$ cat config.mk
export PLATFORM = sky130hd
export DESIGN_NAME = branch_ctrl_flat
export DESIGN_NICKNAME = d
export VERILOG_FILES = /design/src/rtl/branch_ctrl_if.sv /design/src/rtl/branch_ctrl.sv /design/src/flat_wrapper.sv
export SDC_FILE = /design/constraint.sdc
export NUM_CORES = 1
export LEC_CHECK = 0
export CORE_MARGIN = 4
export CORE_UTILIZATION = 30
export DETAILED_ROUTE_END_ITERATION = 8
export SLEW_MARGIN = 20
export SYNTH_ARGS = -nofsm -noshare
export SYNTH_HDL_FRONTEND = slang
export SYNTH_SLANG_ARGS = --single-unit
$ cat constraint.sdc
create_clock -name clk -period 6.2 [get_ports clk]
set_input_delay 0.93 -clock clk [delete_from_list [all_inputs] [get_ports clk]]
set_output_delay 0.93 -clock clk [all_outputs]
set_load 0.01 [all_outputs]
$ cat src/rtl/branch_ctrl_if.sv
// Bundle between the ID-stage branch sequencer and the pipeline.
// It carries hazard/forwarding inputs, redirect/stall outputs and the perf counters.
interface branch_ctrl_if;
  logic        id_branch;
  logic        id_uses_rt;
  logic [4:0]  id_rs;
  logic [4:0]  id_rt;
  logic [31:0] id_target;
  logic        ex_regwrite;
  logic        ex_memtoreg;
  logic [4:0]  ex_writereg;
  logic        mem_regwrite;
  logic        mem_memtoreg;
  logic [4:0]  mem_writereg;
  logic        flush;
  logic        cmp_taken;
  logic        stall;
  logic        fwd_a;
  logic        fwd_b;
  logic        redirect;
  logic [31:0] pc_target;
  logic [31:0] branch_cnt;
  logic [31:0] taken_cnt;
  logic [31:0] stall_cnt;

  modport master (
    output id_branch, id_uses_rt, id_rs, id_rt, id_target,
           ex_regwrite, ex_memtoreg, ex_writereg,
           mem_regwrite, mem_memtoreg, mem_writereg,
           flush, cmp_taken,
    input  stall, fwd_a, fwd_b, redirect, pc_target,
           branch_cnt, taken_cnt, stall_cnt
  );

  modport slave (
    input  id_branch, id_uses_rt, id_rs, id_rt, id_target,
           ex_regwrite, ex_memtoreg, ex_writereg,
           mem_regwrite, mem_memtoreg, mem_writereg,
           flush, cmp_taken,
    output stall, fwd_a, fwd_b, redirect, pc_target,
           branch_cnt, taken_cnt, stall_cnt
  );
endinterface

$ cat src/rtl/branch_ctrl.sv
// ID-stage branch sequencer: stalls on operand hazards, selects comparator
// forwarding, issues the delay-slot PC redirect and keeps perf counters.
module branch_ctrl (
  input  logic         clk,
  input  logic         rst,
  branch_ctrl_if.slave bus
);

  typedef enum logic [1:0] {
    IDLE    = 2'd0,
    STALL   = 2'd1,
    RESOLVE = 2'd2
  } state_t;

  state_t      state, state_nx;
  logic        stall_c, resolve_c;
  logic [1:0]  haz_rs, haz_rt, haz;
  logic [31:0] branch_cnt_q, taken_cnt_q, stall_cnt_q;

  // Cycles a source register must wait: 2 behind an EX load, 1 behind an EX
  // ALU op or a MEM load. r0 is hardwired and never waits.
  function automatic logic [1:0] dep_cycles(
    input logic [4:0] r,
    input logic       ex_rw,  input logic ex_mtr,  input logic [4:0] ex_wr,
    input logic       mem_rw, input logic mem_mtr, input logic [4:0] mem_wr
  );
    logic ex_hit, mem_hit;
    ex_hit  = ex_rw  && (r != 5'd0) && (r == ex_wr);
    mem_hit = mem_rw && (r != 5'd0) && (r == mem_wr);
    if (ex_hit && ex_mtr)                 return 2'd2;
    else if (ex_hit || (mem_hit && mem_mtr)) return 2'd1;
    else                                  return 2'd0;
  endfunction

  always_comb begin
    haz_rs = dep_cycles(bus.id_rs, bus.ex_regwrite, bus.ex_memtoreg, bus.ex_writereg,
                        bus.mem_regwrite, bus.mem_memtoreg, bus.mem_writereg);
    haz_rt = bus.id_uses_rt
           ? dep_cycles(bus.id_rt, bus.ex_regwrite, bus.ex_memtoreg, bus.ex_writereg,
                        bus.mem_regwrite, bus.mem_memtoreg, bus.mem_writereg)
           : 2'd0;
    // Both operands wait in parallel, so the worse one sets the stall length.
    haz    = (haz_rs > haz_rt) ? haz_rs : haz_rt;
  end

  // NOTE: sequential state uses non-blocking (<=) so every flop samples
  // pre-edge values; combinational blocks use blocking (=).
  always_ff @(posedge clk or posedge rst) begin
    if (rst) state <= IDLE;
    else     state <= state_nx;
  end

  // NOTE: every output of this block gets a default first, so no path can
  // leave a value unassigned and infer a latch.
  always_comb begin
    state_nx  = state;
    stall_c   = 1'b0;
    resolve_c = 1'b0;
    unique case (state)
      IDLE: begin
        if (bus.id_branch) begin
          unique case (haz)
            2'd0:    resolve_c = 1'b1;
            2'd1:    begin stall_c = 1'b1; state_nx = RESOLVE; end
            default: begin stall_c = 1'b1; state_nx = STALL;   end
          endcase
        end
      end
      STALL: begin
        stall_c  = 1'b1;
        state_nx = RESOLVE;
      end
      RESOLVE: begin
        resolve_c = 1'b1;
        state_nx  = IDLE;
      end
      default: state_nx = IDLE;
    endcase
    if (bus.flush) begin
      stall_c   = 1'b0;
      resolve_c = 1'b0;
      state_nx  = IDLE;
    end
  end

  // Outputs are held at their reset values while rst is high, so an
  // asynchronous reset drops stall without waiting for an edge.
  always_comb begin
    bus.stall     = stall_c & ~rst;
    bus.redirect  = resolve_c & bus.cmp_taken & ~rst;
    bus.pc_target = bus.redirect ? bus.id_target : 32'd0;
    bus.fwd_a     = ~rst & bus.mem_regwrite & ~bus.mem_memtoreg &
                    (bus.id_rs != 5'd0) & (bus.id_rs == bus.mem_writereg);
    bus.fwd_b     = ~rst & bus.mem_regwrite & ~bus.mem_memtoreg &
                    (bus.id_rt != 5'd0) & (bus.id_rt == bus.mem_writereg);
  end

  always_ff @(posedge clk or posedge rst) begin
    if (rst) begin
      branch_cnt_q <= 32'd0;
      taken_cnt_q  <= 32'd0;
      stall_cnt_q  <= 32'd0;
    end else begin
      if (resolve_c)                 branch_cnt_q <= branch_cnt_q + 32'd1;
      if (resolve_c && bus.cmp_taken) taken_cnt_q  <= taken_cnt_q + 32'd1;
      if (stall_c)                   stall_cnt_q  <= stall_cnt_q + 32'd1;
    end
  end

  assign bus.branch_cnt = branch_cnt_q;
  assign bus.taken_cnt  = taken_cnt_q;
  assign bus.stall_cnt  = stall_cnt_q;

endmodule

$ cat src/flat_wrapper.sv
// flat-port wrapper written by rule: the top's interface ports become plain ports
module branch_ctrl_flat 
  (clk, rst, bus_id_branch, bus_id_uses_rt, bus_id_rs, bus_id_rt, bus_id_target, bus_ex_regwrite, bus_ex_memtoreg, bus_ex_writereg, bus_mem_regwrite, bus_mem_memtoreg, bus_mem_writereg, bus_flush, bus_cmp_taken, bus_stall, bus_fwd_a, bus_fwd_b, bus_redirect, bus_pc_target, bus_branch_cnt, bus_taken_cnt, bus_stall_cnt);
  branch_ctrl_if bus_i ();
  input  logic clk;
  input  logic rst;
  input wire logic [$bits(bus_i.id_branch)-1:0] bus_id_branch;
  input wire logic [$bits(bus_i.id_uses_rt)-1:0] bus_id_uses_rt;
  input wire logic [$bits(bus_i.id_rs)-1:0] bus_id_rs;
  input wire logic [$bits(bus_i.id_rt)-1:0] bus_id_rt;
  input wire logic [$bits(bus_i.id_target)-1:0] bus_id_target;
  input wire logic [$bits(bus_i.ex_regwrite)-1:0] bus_ex_regwrite;
  input wire logic [$bits(bus_i.ex_memtoreg)-1:0] bus_ex_memtoreg;
  input wire logic [$bits(bus_i.ex_writereg)-1:0] bus_ex_writereg;
  input wire logic [$bits(bus_i.mem_regwrite)-1:0] bus_mem_regwrite;
  input wire logic [$bits(bus_i.mem_memtoreg)-1:0] bus_mem_memtoreg;
  input wire logic [$bits(bus_i.mem_writereg)-1:0] bus_mem_writereg;
  input wire logic [$bits(bus_i.flush)-1:0] bus_flush;
  input wire logic [$bits(bus_i.cmp_taken)-1:0] bus_cmp_taken;
  output wire logic [$bits(bus_i.stall)-1:0] bus_stall;
  output wire logic [$bits(bus_i.fwd_a)-1:0] bus_fwd_a;
  output wire logic [$bits(bus_i.fwd_b)-1:0] bus_fwd_b;
  output wire logic [$bits(bus_i.redirect)-1:0] bus_redirect;
  output wire logic [$bits(bus_i.pc_target)-1:0] bus_pc_target;
  output wire logic [$bits(bus_i.branch_cnt)-1:0] bus_branch_cnt;
  output wire logic [$bits(bus_i.taken_cnt)-1:0] bus_taken_cnt;
  output wire logic [$bits(bus_i.stall_cnt)-1:0] bus_stall_cnt;
  assign bus_i.id_branch = bus_id_branch;
  assign bus_i.id_uses_rt = bus_id_uses_rt;
  assign bus_i.id_rs = bus_id_rs;
  assign bus_i.id_rt = bus_id_rt;
  assign bus_i.id_target = bus_id_target;
  assign bus_i.ex_regwrite = bus_ex_regwrite;
  assign bus_i.ex_memtoreg = bus_ex_memtoreg;
  assign bus_i.ex_writereg = bus_ex_writereg;
  assign bus_i.mem_regwrite = bus_mem_regwrite;
  assign bus_i.mem_memtoreg = bus_mem_memtoreg;
  assign bus_i.mem_writereg = bus_mem_writereg;
  assign bus_i.flush = bus_flush;
  assign bus_i.cmp_taken = bus_cmp_taken;
  assign bus_stall = bus_i.stall;
  assign bus_fwd_a = bus_i.fwd_a;
  assign bus_fwd_b = bus_i.fwd_b;
  assign bus_redirect = bus_i.redirect;
  assign bus_pc_target = bus_i.pc_target;
  assign bus_branch_cnt = bus_i.branch_cnt;
  assign bus_taken_cnt = bus_i.taken_cnt;
  assign bus_stall_cnt = bus_i.stall_cnt;
  branch_ctrl u_core (.clk(clk), .rst(rst), .bus(bus_i));
endmodule
; Word level (Yosys, flattened, before mapping)
; Cells that the tools add are included.
[classes]
order_cmp = 1
div_mod_pow = 0
addsub = 3
bitwise = 11
muxes = 19
multipliers = 0
eq_ne = 9
reduce_logical = 20
shifts = 0
[ops]
columns = cell, count
row1 = adder 32 x 1 -> 32 bit (second input constant), 3
row2 = 2-to-1 mux 32 bit, 1
row3 = equality test 5 bit, 4
row4 = logical AND 1 bit, 13
row5 = 2-to-1 mux 2 bit, 6
row6 = nonzero test 5 bit, 2
row7 = AND 1 bit, 9
row8 = 2-to-1 mux 1 bit, 8
row9 = case mux 2 bit (2 select lines), 2
row10 = inequality test 3 bit (second input constant), 2
row11 = equality test 2 x 1 -> 1 bit (second input constant), 2
row12 = logical NOT 2 bit, 2
row13 = case mux 1 bit (2 select lines), 2
row14 = equality test 2 bit (second input constant), 1
row15 = > comparator 2 bit, 1
row16 = logical OR 1 bit, 2
row17 = NOT 1 bit, 2
row18 = AND reduction 2 bit, 1
[totals]
rom_bits = 0
output_inout_bits = 132
memories = 0
elab_cells = 67
inputBits = 62
reg_bits = 98
ram_bits = 0
latchBits = 0

; Logic depth before layout (Yosys ltp)
[logic_depth]
word_depth = 18
mapped_depth = 14
depth_no_buf = 13

; Worst setup path before layout
; No wires, ideal clock.
[synth_path]
path_kind = input port to output port
start = input port bus_id_rt[0]
end = output port bus_pc_target[22]
cell_stages = 13
n_path_buf = 1
t_required_ns = 5.270
arrival_time_ns = 3.895
setup_slack_ns = 1.375
cell_sequence = or4_1 > o211ai_2 > o211a_2 > nand3_1 > a21oi_1 > ha_1 > a2bb2oi_1 > o41ai_1 > a211oi_1 > a221oi_4 > nor3_2 > clkbuf_1 > and2_1
[synth_between]
elab_chain_len = 18
elab_cells_between_ends = 23
classes_between = 1 x order compare / 2 x eq/ne / 9 x mux / 2 x bitwise / 9 x reduce/logical
[synth_rtl]
columns = item, line_no
row1 = from (decl), flat_wrapper.sv:10  ; input wire logic [$bits(bus_i.id_rt)-1:0] bus_id_rt;
row2 = nonzero test 5 bit, "branch_ctrl.sv:28, branch_ctrl.sv:29"
row3 = logical AND 1 bit (2 in series), branch_ctrl.sv:29  ; mem_hit = mem_rw && (r != 5'd0) && (r == mem_wr);
row4 = logical AND 1 bit, branch_ctrl.sv:31  ; else if (ex_hit || (mem_hit && mem_mtr)) return 2'd1;
row5 = logical OR 1 bit, branch_ctrl.sv:31
row6 = 2-to-1 mux 1 bit, branch_ctrl.sv:31
row7 = 2-to-1 mux 2 bit (*), branch_ctrl.sv:30  ; if (ex_hit && ex_mtr) return 2'd2;
row8 = 2-to-1 mux 2 bit (*), branch_ctrl.sv:39  ; ? dep_cycles(bus.id_rt, bus.ex_regwrite, bus.ex_memtoreg, bus.ex_writereg,
row9 = > comparator 2 bit, branch_ctrl.sv:43  ; haz = (haz_rs > haz_rt) ? haz_rs : haz_rt;
row10 = 2-to-1 mux 2 bit (*), branch_ctrl.sv:43
row11 = logical NOT 2 bit (*), branch_ctrl.sv:62  ; unique case (haz)
row12 = 2-to-1 mux 1 bit (*), branch_ctrl.sv:62
row13 = 2-to-1 mux 1 bit (*), branch_ctrl.sv:61  ; if (bus.id_branch) begin
row14 = case mux 1 bit (2 select lines) (*), branch_ctrl.sv:59  ; unique case (state)
row15 = 2-to-1 mux 1 bit (*), branch_ctrl.sv:79  ; if (bus.flush) begin
row16 = AND 1 bit (*) (2 in series), branch_ctrl.sv:90  ; bus.redirect = resolve_c & bus.cmp_taken & ~rst;
row17 = named net bus_redirect, flat_wrapper.sv:23  ; output wire logic [$bits(bus_i.redirect)-1:0] bus_redirect;
row18 = 2-to-1 mux 32 bit (*), branch_ctrl.sv:91  ; bus.pc_target = bus.redirect ? bus.id_target : 32'd0;
row19 = to (decl), flat_wrapper.sv:24  ; output wire logic [$bits(bus_i.pc_target)-1:0] bus_pc_target;
; Mark *: on every way through the listed nets, which the timed path passes. The rest lies on a longest branch.

; Worst setup path in the final report
[layout_path]
start = input port bus_id_rt[0]
end = output port bus_pc_target[28]
[layout_between]
elab_chain_len = 18
elab_cells_between_ends = 23
classes_between = 1 x order compare / 2 x eq/ne / 9 x mux / 2 x bitwise / 9 x reduce/logical
[layout_rtl]
columns = item, line_no
row1 = nonzero test 5 bit, "branch_ctrl.sv:28, branch_ctrl.sv:29"
row2 = logical AND 1 bit (2 in series), branch_ctrl.sv:29
row3 = logical AND 1 bit, branch_ctrl.sv:31
row4 = logical OR 1 bit, branch_ctrl.sv:31
row5 = 2-to-1 mux 1 bit, branch_ctrl.sv:31
row6 = 2-to-1 mux 2 bit (*), branch_ctrl.sv:30
row7 = 2-to-1 mux 2 bit (*), branch_ctrl.sv:39
row8 = > comparator 2 bit, branch_ctrl.sv:43
row9 = 2-to-1 mux 2 bit (*), branch_ctrl.sv:43
row10 = logical NOT 2 bit (*), branch_ctrl.sv:62
row11 = 2-to-1 mux 1 bit (*), branch_ctrl.sv:62
row12 = 2-to-1 mux 1 bit (*), branch_ctrl.sv:61
row13 = case mux 1 bit (2 select lines) (*), branch_ctrl.sv:59
row14 = 2-to-1 mux 1 bit (*), branch_ctrl.sv:79
row15 = AND 1 bit (*) (2 in series), branch_ctrl.sv:90
row16 = 2-to-1 mux 32 bit (*), branch_ctrl.sv:91
; Every way passes the cells marked *; elsewhere a longest branch is shown, timed or not.

==> results.sh <==
export IMPL_via_count=4650
export IMPL_ys_seq_area_share_pct=45.5
export IMPL_grt_max_degree=64
export IMPL_hold_buffers=0
export IMPL_worstMarginPinSlew_ps=846
export IMPL_seqCellArea_sq_um=2450
export IMPL_power_density_nw_per_um2=214
export IMPL_final_setup_viol_count=0
export IMPL_max_freq_ghz=0.173
export IMPL_synth_area_sq_um=5390
export IMPL_multiInputGateArea_sq_um=2770
export IMPL_placedCellCount=941
export IMPL_yosysTopAreaCell="dfrtp_1"
export IMPL_path_depth=15
export IMPL_report_final_slew_viol_count=0
export IMPL_rsz0062_at_grt="no"
export IMPL_area_growth_pct=45.8
export IMPL_yosysMostFrequentCell="dfrtp_1"
export IMPL_stdcell_area_sq_um=7850
export IMPL_setup_tns_ps=0
export IMPL_whs_ps=473
export IMPL_cpMaxStageDelayCell="or4_1"
export IMPL_first_pass_iters=4
export IMPL_max_vdd_ir_drop_mv=0.121
export IMPL_rows=48
export IMPL_hold_path_cell_count=1
export IMPL_required_ps=5270
export IMPL_cp_end_kind="primary output"
export IMPL_cts_buffer_depth=2
export IMPL_overflow=0
export IMPL_min_path_type="reg2reg"
export IMPL_leakagePower_nw=3.29
export IMPL_synth_top_area_share_pct=45.5
export IMPL_synth_main_ff_cell="dfrtp_1"
export IMPL_synth_enable_flop_cells=0
export IMPL_antenna_found_initial=0
export IMPL_drc=0
export IMPL_synth_area_leaders="dfrtp_1 46%, xor2_1 9.3%, xnor2_1 9.1%, and2_1 4.3%, nor4_2 4.2%"
export IMPL_ant_nets=0
export IMPL_worst_ep_arrival_time_ps=4840
export IMPL_ctsResizeCount=0
export IMPL_drt_iter0_drc=222
export IMPL_drive_gt1_share_pct=6.71
export IMPL_fin_crit_ps=5770
export IMPL_synth_seq_cells=98
export IMPL_async_flop_share_pct=100
export IMPL_track_usage_pct=15.0
export IMPL_critPathTopFamily="compound AO/OA/AOI/OAI gates"
export IMPL_cts_max_level=3
export IMPL_cts_buffers=9
export IMPL_die_x_microns=142
export IMPL_nFillCells=1608
export IMPL_finalHoldViolations=0
export IMPL_clock_skew_ps=8.95
export IMPL_grt_pass1_wl_mm=24.6
export IMPL_relSlewSlack_pct=43.4
export IMPL_start_util_pct=30.8
export IMPL_cts_root_buf="clkbuf_16"
export IMPL_power_mw=1.68
export IMPL_syn_avg_cell_area_sq_um=10.0
export IMPL_status="finished clean"
export IMPL_synth_nets=605
export IMPL_synth_common_cells="98 x dfrtp_1, 57 x xor2_1, 56 x xnor2_1"
export IMPL_gp_congestion=0.835
export IMPL_clock_sinks=98
export IMPL_period_share_pct=93.1
export IMPL_ys_warn_count=0
export IMPL_num_io_pins=194
export IMPL_worstSetupStartpointType="input port"
export IMPL_fin_cells=955
export IMPL_crit_path_cell_trace="clkdlybuf4s50_1, or4_1, o211ai_2, o211a_2, nand3_1, a21oi_1, ha_1, a2bb2oi_2, o41ai_1, a211oi_2, a221oi_4, nor3_2, buf_4, and2_1, clkdlybuf4s50_1"
export IMPL_cpPeakStageDelay_ps=600
export IMPL_synthCells=537
export IMPL_clock_latency_ps=350
export IMPL_hpwlAfterDp_mm=11.4
export IMPL_first_global_vias=4864
export IMPL_reg2reg_from="u_core.bus.taken_cnt[3]$_DFFE_PP0N_"
export IMPL_crit_top_cell="clkdlybuf4s50_1"
export IMPL_n_antenna_cell=0
export IMPL_postCtsSetupBuffers=0
export IMPL_via_per_inst=4.87
export IMPL_crit_start="bus_id_rt[0]"
export IMPL_r2r_worst_path_cells=7
export IMPL_clkTransAtPathRegs_ps=60
export IMPL_core_area_sq_um=17500
export IMPL_dieHeight_microns=142
export IMPL_min_delay_start="u_core.bus.branch_cnt[31]$_DFFE_PP0P_"
export IMPL_dpl_instance_area_sq_um=7550
export IMPL_path_buf_inv=3
export IMPL_finalNetCount=795
export IMPL_synth_cell_types=42
export IMPL_drv_cap=0
export IMPL_cts_tree="done"
export IMPL_critical_path_class="in2out"
export IMPL_wirelength_mm=15.1
export IMPL_portBuffers=193
export IMPL_cp_max_fo=33
export IMPL_die_area_sq_um=20200
export IMPL_wire_per_inst_microns=15.8
-- cell type report --
cell class                      instances  share of cell area (%)
Multi-Input combinational cell        396                    35.2
Sequential cell                        98                    31.2
Timing Repair Buffer                  198                    25.1
Tap cell                              225                    3.59
Clock buffer                           10                    3.04
Inverter                               24                    1.18
Clock inverter                          4                   0.653
-- logic make-up (layout without fill, tap and decap cells) --
family | Yosys count | count (layout) | share of synthesized area, %
AOI/OAI and AO/OA | 14 | 14 | 2.69
xor gates and xnor gates | 113 | 113 | 18.4
adders and majority gates | 6 | 6 | 1.39
buffers and inverters | 43 | 236 | 3.34
DFF | 98 | 98 | 45.5
muxes | 3 | 3 | 0.604
and+or+nand+nor | 260 | 260 | 28.1
-- state kept, by name, summed over array words and instances (netlist names) --
name	cells
u_core.bus.taken_cnt	32
u_core.state	2
u_core.bus.branch_cnt	32
u_core.bus.stall_cnt	32
-- cell usage in the layout, fill, tap and decap left out, types with 8 or more instances in the layout --
master,count
nor4_2,18
nand3_1,35
xnor2_1,56
nor3_1,38
and2_1,37
clkbuf_16,9
clkdlybuf4s50_1,193
nand2_1,46
xor2_1,57
nand4_1,24
and3_1,8
dfrtp_1,98
nor2_1,25
inv_1,23
and4_1,9
-- final timing paths --
check / end / slack (ps)
min reg2reg: u_core.bus.branch_cnt[31]$_DFFE_PP0P_ / 470
min in group asynchronous: u_core.state[1]$_DFFE_PP0P_ / 1160
min: u_core.bus.branch_cnt[31]$_DFFE_PP0P_ / 470
max in group asynchronous: u_core.bus.branch_cnt[7]$_DFFE_PP0P_ / 3890
max reg2reg: u_core.bus.taken_cnt[29]$_DFFE_PP0N_ / 3540
max: bus_pc_target[28] / 430
-- worst register-to-register path, stage by stage (launching register included) --
cell and delay (ps):
dfrtp_1 450, and4_1 290, nand4_1 210, nor3_2 280, and4_1 280, nand3_1 430, nor4_2 460, xor2_1 180
-- routing by layer --
metal | vias to the layer above | share of wire [%] | GRT usage [%]
met5 | - | 0 | 0
met4 | 0 | 1.5 | 5.40
met3 | 17 | 7.7 | 4.74
met2 | 167 | 49 | 25.2
met1 | 2249 | 42 | 18.2
li1 | 2217 | - | -
-- report_power, final --
part	switching (mW)	internal, mW	leakage, nW
registers	0.0785	0.693	1.28
clock network	0.241	0.320	0.141
logic	0.159	0.189	1.87
total	0.478	1.20	3.29
-- per-stage QoR --
step	util [%]	setup WS [ps]
2_1_floorplan	-	1370
3_3_place_gp	43.2	315
3_5_place_dp	43.2	167
4_1_cts	44.9	137
5_1_grt	44.9	77.9
6_report	44.9	429
Power figures use the tool's default switching activity.
==> patch 1 (same settings) <==
Encoding of `state_t`: now one-hot (3 bits for 3 states).
--- a/src/rtl/branch_ctrl.sv
+++ b/src/rtl/branch_ctrl.sv
@@ -6,10 +6,10 @@
   branch_ctrl_if.slave bus
 );
 
-  typedef enum logic [1:0] {
-    IDLE    = 2'd0,
-    STALL   = 2'd1,
-    RESOLVE = 2'd2
+  typedef enum logic [2:0] {
+    IDLE    = 3'b001,
+    STALL   = 3'b010,
+    RESOLVE = 3'b100
   } state_t;
 
   state_t      state, state_nx;
Check against the original RTL: same outputs for any inputs over 10 cycles, from zero or initial values and one cycle with rst high; not proved beyond that.
==> patch 1 against the original RTL <==
- cell area decreased by 2.9%
- sequential cell count increased by 1
- wire length is 4.5% lower
- synthesized area decreased by 5.8%
- critical path depth increased by 1
- die area shrank 5.5%
- combinational power decreased by 8.0%
- power increased by 1.3%
- clock skew shrank 0.0033 ns
- worst setup slack lost 0.14 ns
- largest cell class unchanged
- largest power group unchanged
- highest routed layer unchanged
==> patch 1: results (changes against the original RTL) <==
[status]
status=finished clean

[logic_synthesis]
yosysUniqueCellTypes=42  ; unchanged
yosysSeqAreaShare_pct=48.8  ; +3.3 points
synth_compound_area_share_pct=3.33  ; +0.63 points
synth_fa_ha_area_share_pct=1.48  ; +0.086 points
synth_nets=548  ; -9.4%
yosys-top-cells-area=dfrtp_1 48%, xnor2_1 17%, and2_1 5.4%
synth-xor-area-share_pct=19.5  ; +1.1 points
yosysWarnings=0  ; unchanged
synth_common_cells=98 x dfrtp_1, 97 x xnor2_1, 44 x and2_1
synthMuxAreaShare_pct=0.444  ; -0.16 points

[clock_network]
cts.clk_slew.worst_paths_ns=0.06  ; about the same
cts_buffers=9  ; unchanged
cts_root_buffer=clkbuf_16
clockBufferDepth=2  ; unchanged
htreeDepth=3  ; unchanged
clock_latency_ns=0.35  ; about the same

[final_layout]
drive_gt1_share_pct=5.28  ; -1.4 points
nNetsFinal=745  ; -6.3%
diodes=0  ; unchanged
fill_cells=1553  ; -3.4%

[power]
power_leakage_nw=3.14  ; -4.7%
ir_worst_vdd_v=0.000123  ; +1.9%

[worst_hold_path]
hp-class=reg -> reg
hold-path-endpoint=u_core.bus.branch_cnt[31]$_DFFE_PP0P_
worst_hold_startpoint=u_core.bus.branch_cnt[31]$_DFFE_PP0P_

[worst_setup_path]
reg2reg_to=u_core.bus.taken_cnt[21]$_DFFE_PP0N_
worst_ep_arrival_time_ns=4.99  ; +0.15 ns
r2r_setup_slack_ns=3.37  ; -0.17 ns
r2r_cells=8  ; +1
critPathMaxFanout=33  ; unchanged
critical-path-top-delay-family=simple AND/OR/NAND/NOR gates
slowest_stage=or4_1
reg2reg_from=u_core.bus.taken_cnt[3]$_DFFE_PP0N_
critical-path-max-stage-delay_ns=0.57  ; -0.03 ns

[grt]
grt_max_degree=52  ; -19%
grt_pass1_vias=4324  ; -11%
track_usage_pct=14.9  ; -0.16 points
antenna_found_initial=0  ; unchanged
grt_pass1_wl_um=23400  ; -4.9%

[placement]
pre_cts_ws_ns=0.247  ; +0.0804 ns
portBuffers=193  ; unchanged
place.gp.congestion=1.06  ; +26%
hpwl_um=11200  ; -1.6%

[sta]
min_period_ns=5.92  ; +0.144 ns
fin_skew_ns=0.00562  ; -0.00334 ns
slew-limit-headroom_pct=47.5  ; +4.1 points
maxSlewViolCount=0  ; unchanged

[routing]
first_pass_iters=4  ; unchanged
drtIter0Drc=143  ; -36%
drt_wl_total_um=14400  ; -4.5%
vias=4236  ; -8.9%

-- patch 1: layout make-up --
type | count | share of cell area (%)
inverters | 7 | 0.410
clock buffers | 10 | 3.00
flip-flops and latches | 99 | 32.5
well taps | 220 | 3.61
repair buffers | 199 | 25.9
clock inverters | 6 | 1.49
multi-input cells | 361 | 33.0
-- patch 1: worst register-to-register path, cell delays in order, from the launching register on --
cell and delay, ns:
dfrtp_1 0.45, and4_1 0.28, and4_1 0.30, and4_1 0.25
and3_1 0.20, nand4_1 0.19, a211oi_1 0.69, nand4_1 0.19
xnor2_1 0.17
-- patch 1: metal layers --
layer  wire (um)  track usage, %  vias up
met3        1160            5.35       14
met5           0               0        -
li1            -               -     2054
met4         242            4.73        0
met1        6060            17.8     1999
met2        6930            25.1      169
-- patch 1: cell families (layout without fill, tap and decap cells) --
family,after synthesis,in the layout
simple gates,222,222
xor+xnor,113,113
flops,99,99
buf+inv,20,222
compound gates,18,18
fa+ha+maj,6,6
mux,2,2
-- patch 1: report_power, final --
| group | switching (mW) | total, mW | internal (mW) |
|---|---|---|---|
| sequential | 0.0517 | 0.738 | 0.686 |
| combinational | 0.154 | 0.320 | 0.165 |
| clock | 0.249 | 0.644 | 0.395 |
-- patch 1: timing repair --
item / in CTS / in global routing
buffers inserted: 0 / 1
resized for setup: 0 / 0
endpoints found under the setup margin: 0 / 2
-- patch 1: stage by stage --
stage / std cells / utilization [%] / cell area, um^2 / hold WS (ns)
after floorplan: 480 / - / 5070 / 0.507
after global placement: 885 / 43.8 / 7270 / 0.466
after detailed placement: 885 / 43.8 / 7270 / 0.470
after CTS: 901 / 45.9 / 7610 / 0.490
after global routing: 902 / 46.0 / 7620 / 0.510
final: 902 / 46.0 / 7620 / 0.481
-- patch 1: worst max path at each step --
stage	start	end	depth (start not counted)
6_report	bus_id_rt[0]	bus_pc_target[12]	16
5_1_grt	bus_id_rt[0]	bus_pc_target[12]	16
4_1_cts	bus_id_rt[0]	bus_pc_target[12]	16
3_5_place_dp	bus_id_rt[0]	bus_pc_target[12]	16
3_3_place_gp	bus_id_rt[0]	bus_pc_target[12]	16
2_1_floorplan	rst	bus_pc_target[22]	4
==> patch 2 (same flow settings) <==
Without the edit above. Reset style: synchronous (`rst`), changed in 2 clocked blocks. Comments in the files are not updated.
--- a/src/rtl/branch_ctrl.sv
+++ b/src/rtl/branch_ctrl.sv
@@ -45,7 +45,7 @@
 
   // NOTE: sequential state uses non-blocking (<=) so every flop samples
   // pre-edge values; combinational blocks use blocking (=).
-  always_ff @(posedge clk or posedge rst) begin
+  always_ff @(posedge clk) begin
     if (rst) state <= IDLE;
     else     state <= state_nx;
   end
@@ -95,7 +95,7 @@
                     (bus.id_rt != 5'd0) & (bus.id_rt == bus.mem_writereg);
   end
 
-  always_ff @(posedge clk or posedge rst) begin
+  always_ff @(posedge clk) begin
     if (rst) begin
       branch_cnt_q <= 32'd0;
       taken_cnt_q  <= 32'd0;
Function: differs if rst is asserted again (counterexample within 4 cycles, from zero or initial values and one cycle with rst high); with rst held inactive, the same outputs for 10 cycles.
==> patch 2 against the original RTL <==
- register-to-register slack got worse by 0.55 ns
- clock skew hardly changed
- worst setup slack worse by 0.051 ns
- final cell count grew 13%
- cell area up 1.1%
- wire length grew 10%
- critical path depth stayed put
- synthesized area increased by 2.9%
- sequential cell count is the same
- via count is 19% higher
- worst hold slack improved by 0.021 ns
- global-route usage grew 0.84 points
- critical path type unchanged
- highest routed layer unchanged
Power is not compared: it rests on default switching activity, and its combinational part moved more than twofold at a synthesized area within 25%.
==> patch 2: results (changes against the original RTL) <==
[final_layout]
drive_gt1_share_pct=5.52  ; -1.2 points
synthToLayoutAreaGrowth_pct=43.2
fill_cells=1762  ; +9.6%
buffers_excl_clock=200  ; +1.0%
multi_input_area_mm2=0.00332  ; +20%
seq_share_pct=24.7  ; -6.5 points
clk_share_pct=3.80  ; +0.10 points
buffer_area_share_pct=25.0  ; -0.12 points

[status]
status=finished clean

[worst_setup_path]
critical-path-max-stage-delay_ns=0.54  ; -0.06 ns
r2r_setup_slack_ns=2.99  ; -0.55 ns
reg2reg_to=u_core.bus.stall_cnt[24]$_SDFFE_PP0P_
critical-path-top-delay-family=buffers and inverters

[grt]
track_usage_pct=15.9  ; +0.84 points
grt_pass1_wl_um=26800  ; +8.7%

[logic_synthesis]
avgSynthCellArea_um2=8.20  ; -18%
yosys-top-cells-area=dfxtp_1 35%, xnor2_1 6.5%, and2_1 4.5%
synth_common_cells=98 x dfxtp_1, 59 x nor2_1, 47 x a21oi_1, 47 x nand2_1, 41 x xnor2_1
yosysUniqueCellTypes=54  ; +29%
synth_compound_area_share_pct=18.8  ; +16 points
synth_nets=744  ; +23%
async_reset_ff_share_pct=0  ; -100 points
synth_flop_cell=dfxtp_1
synth_fa_ha_area_share_pct=1.35  ; -0.039 points
yosysSeqAreaShare_pct=35.4  ; -10 points
synthMuxAreaShare_pct=1.44  ; +0.84 points
synth-xor-area-share_pct=9.80  ; -8.6 points

[placement]
hpwl_um=12100  ; +5.9%
dpl_cell_area_mm2=0.00764  ; +1.1%
place.gp.congestion=0.856  ; +2.5%
pre_cts_ws_ns=0.328  ; +0.161 ns
post-place-cells=1065  ; +13%

[worst_hold_path]
hold-path-endpoint=u_core.bus.taken_cnt[31]$_SDFFE_PP0N_
worst_hold_startpoint=u_core.bus.taken_cnt[31]$_SDFFE_PP0N_
min_delay_path_depth=2  ; +1

[routing]
drtIter0Drc=211  ; -5.0%
drt_wl_total_um=16600  ; +10%
vias=5539  ; +19%

[floorplan]
nWellTaps=229  ; +1.8%

[sta]
min_period_ns=5.82  ; +0.0507 ns
whs_ns=0.494  ; +0.0210 ns

==> patch 2: cell count changes after synthesis, sizes merged, moves of 27 or more <==
cell | before | now
dfrtp | 98 | 0
dfxtp | 0 | 98
a21oi | 4 | 47
xor2 | 57 | 21
nor2 | 25 | 59
nor3 | 40 | 13
==> patch 2: metal layers <==
layer  GRT usage [%]  up-vias  share of wire, %
met4            4.51        0               1.4
met5               0        -                 0
met3            4.79       16               7.6
met1            20.6     2545                46
li1                -     2794                 -
met2            25.6      184                45
==> patch 2: worst max-delay path by stage <==
stage | startpoint | cells past startpoint | to
floorplan | bus_id_rs[1] | 13 | bus_stall
global placement | bus_id_rt[2] | 16 | bus_pc_target[6]
detailed placement | bus_id_rt[2] | 16 | bus_pc_target[11]
CTS | bus_id_rt[2] | 16 | bus_pc_target[11]
global route | bus_id_rt[3] | 16 | bus_pc_target[7]
finish | bus_id_rs[3] | 15 | bus_pc_target[11]
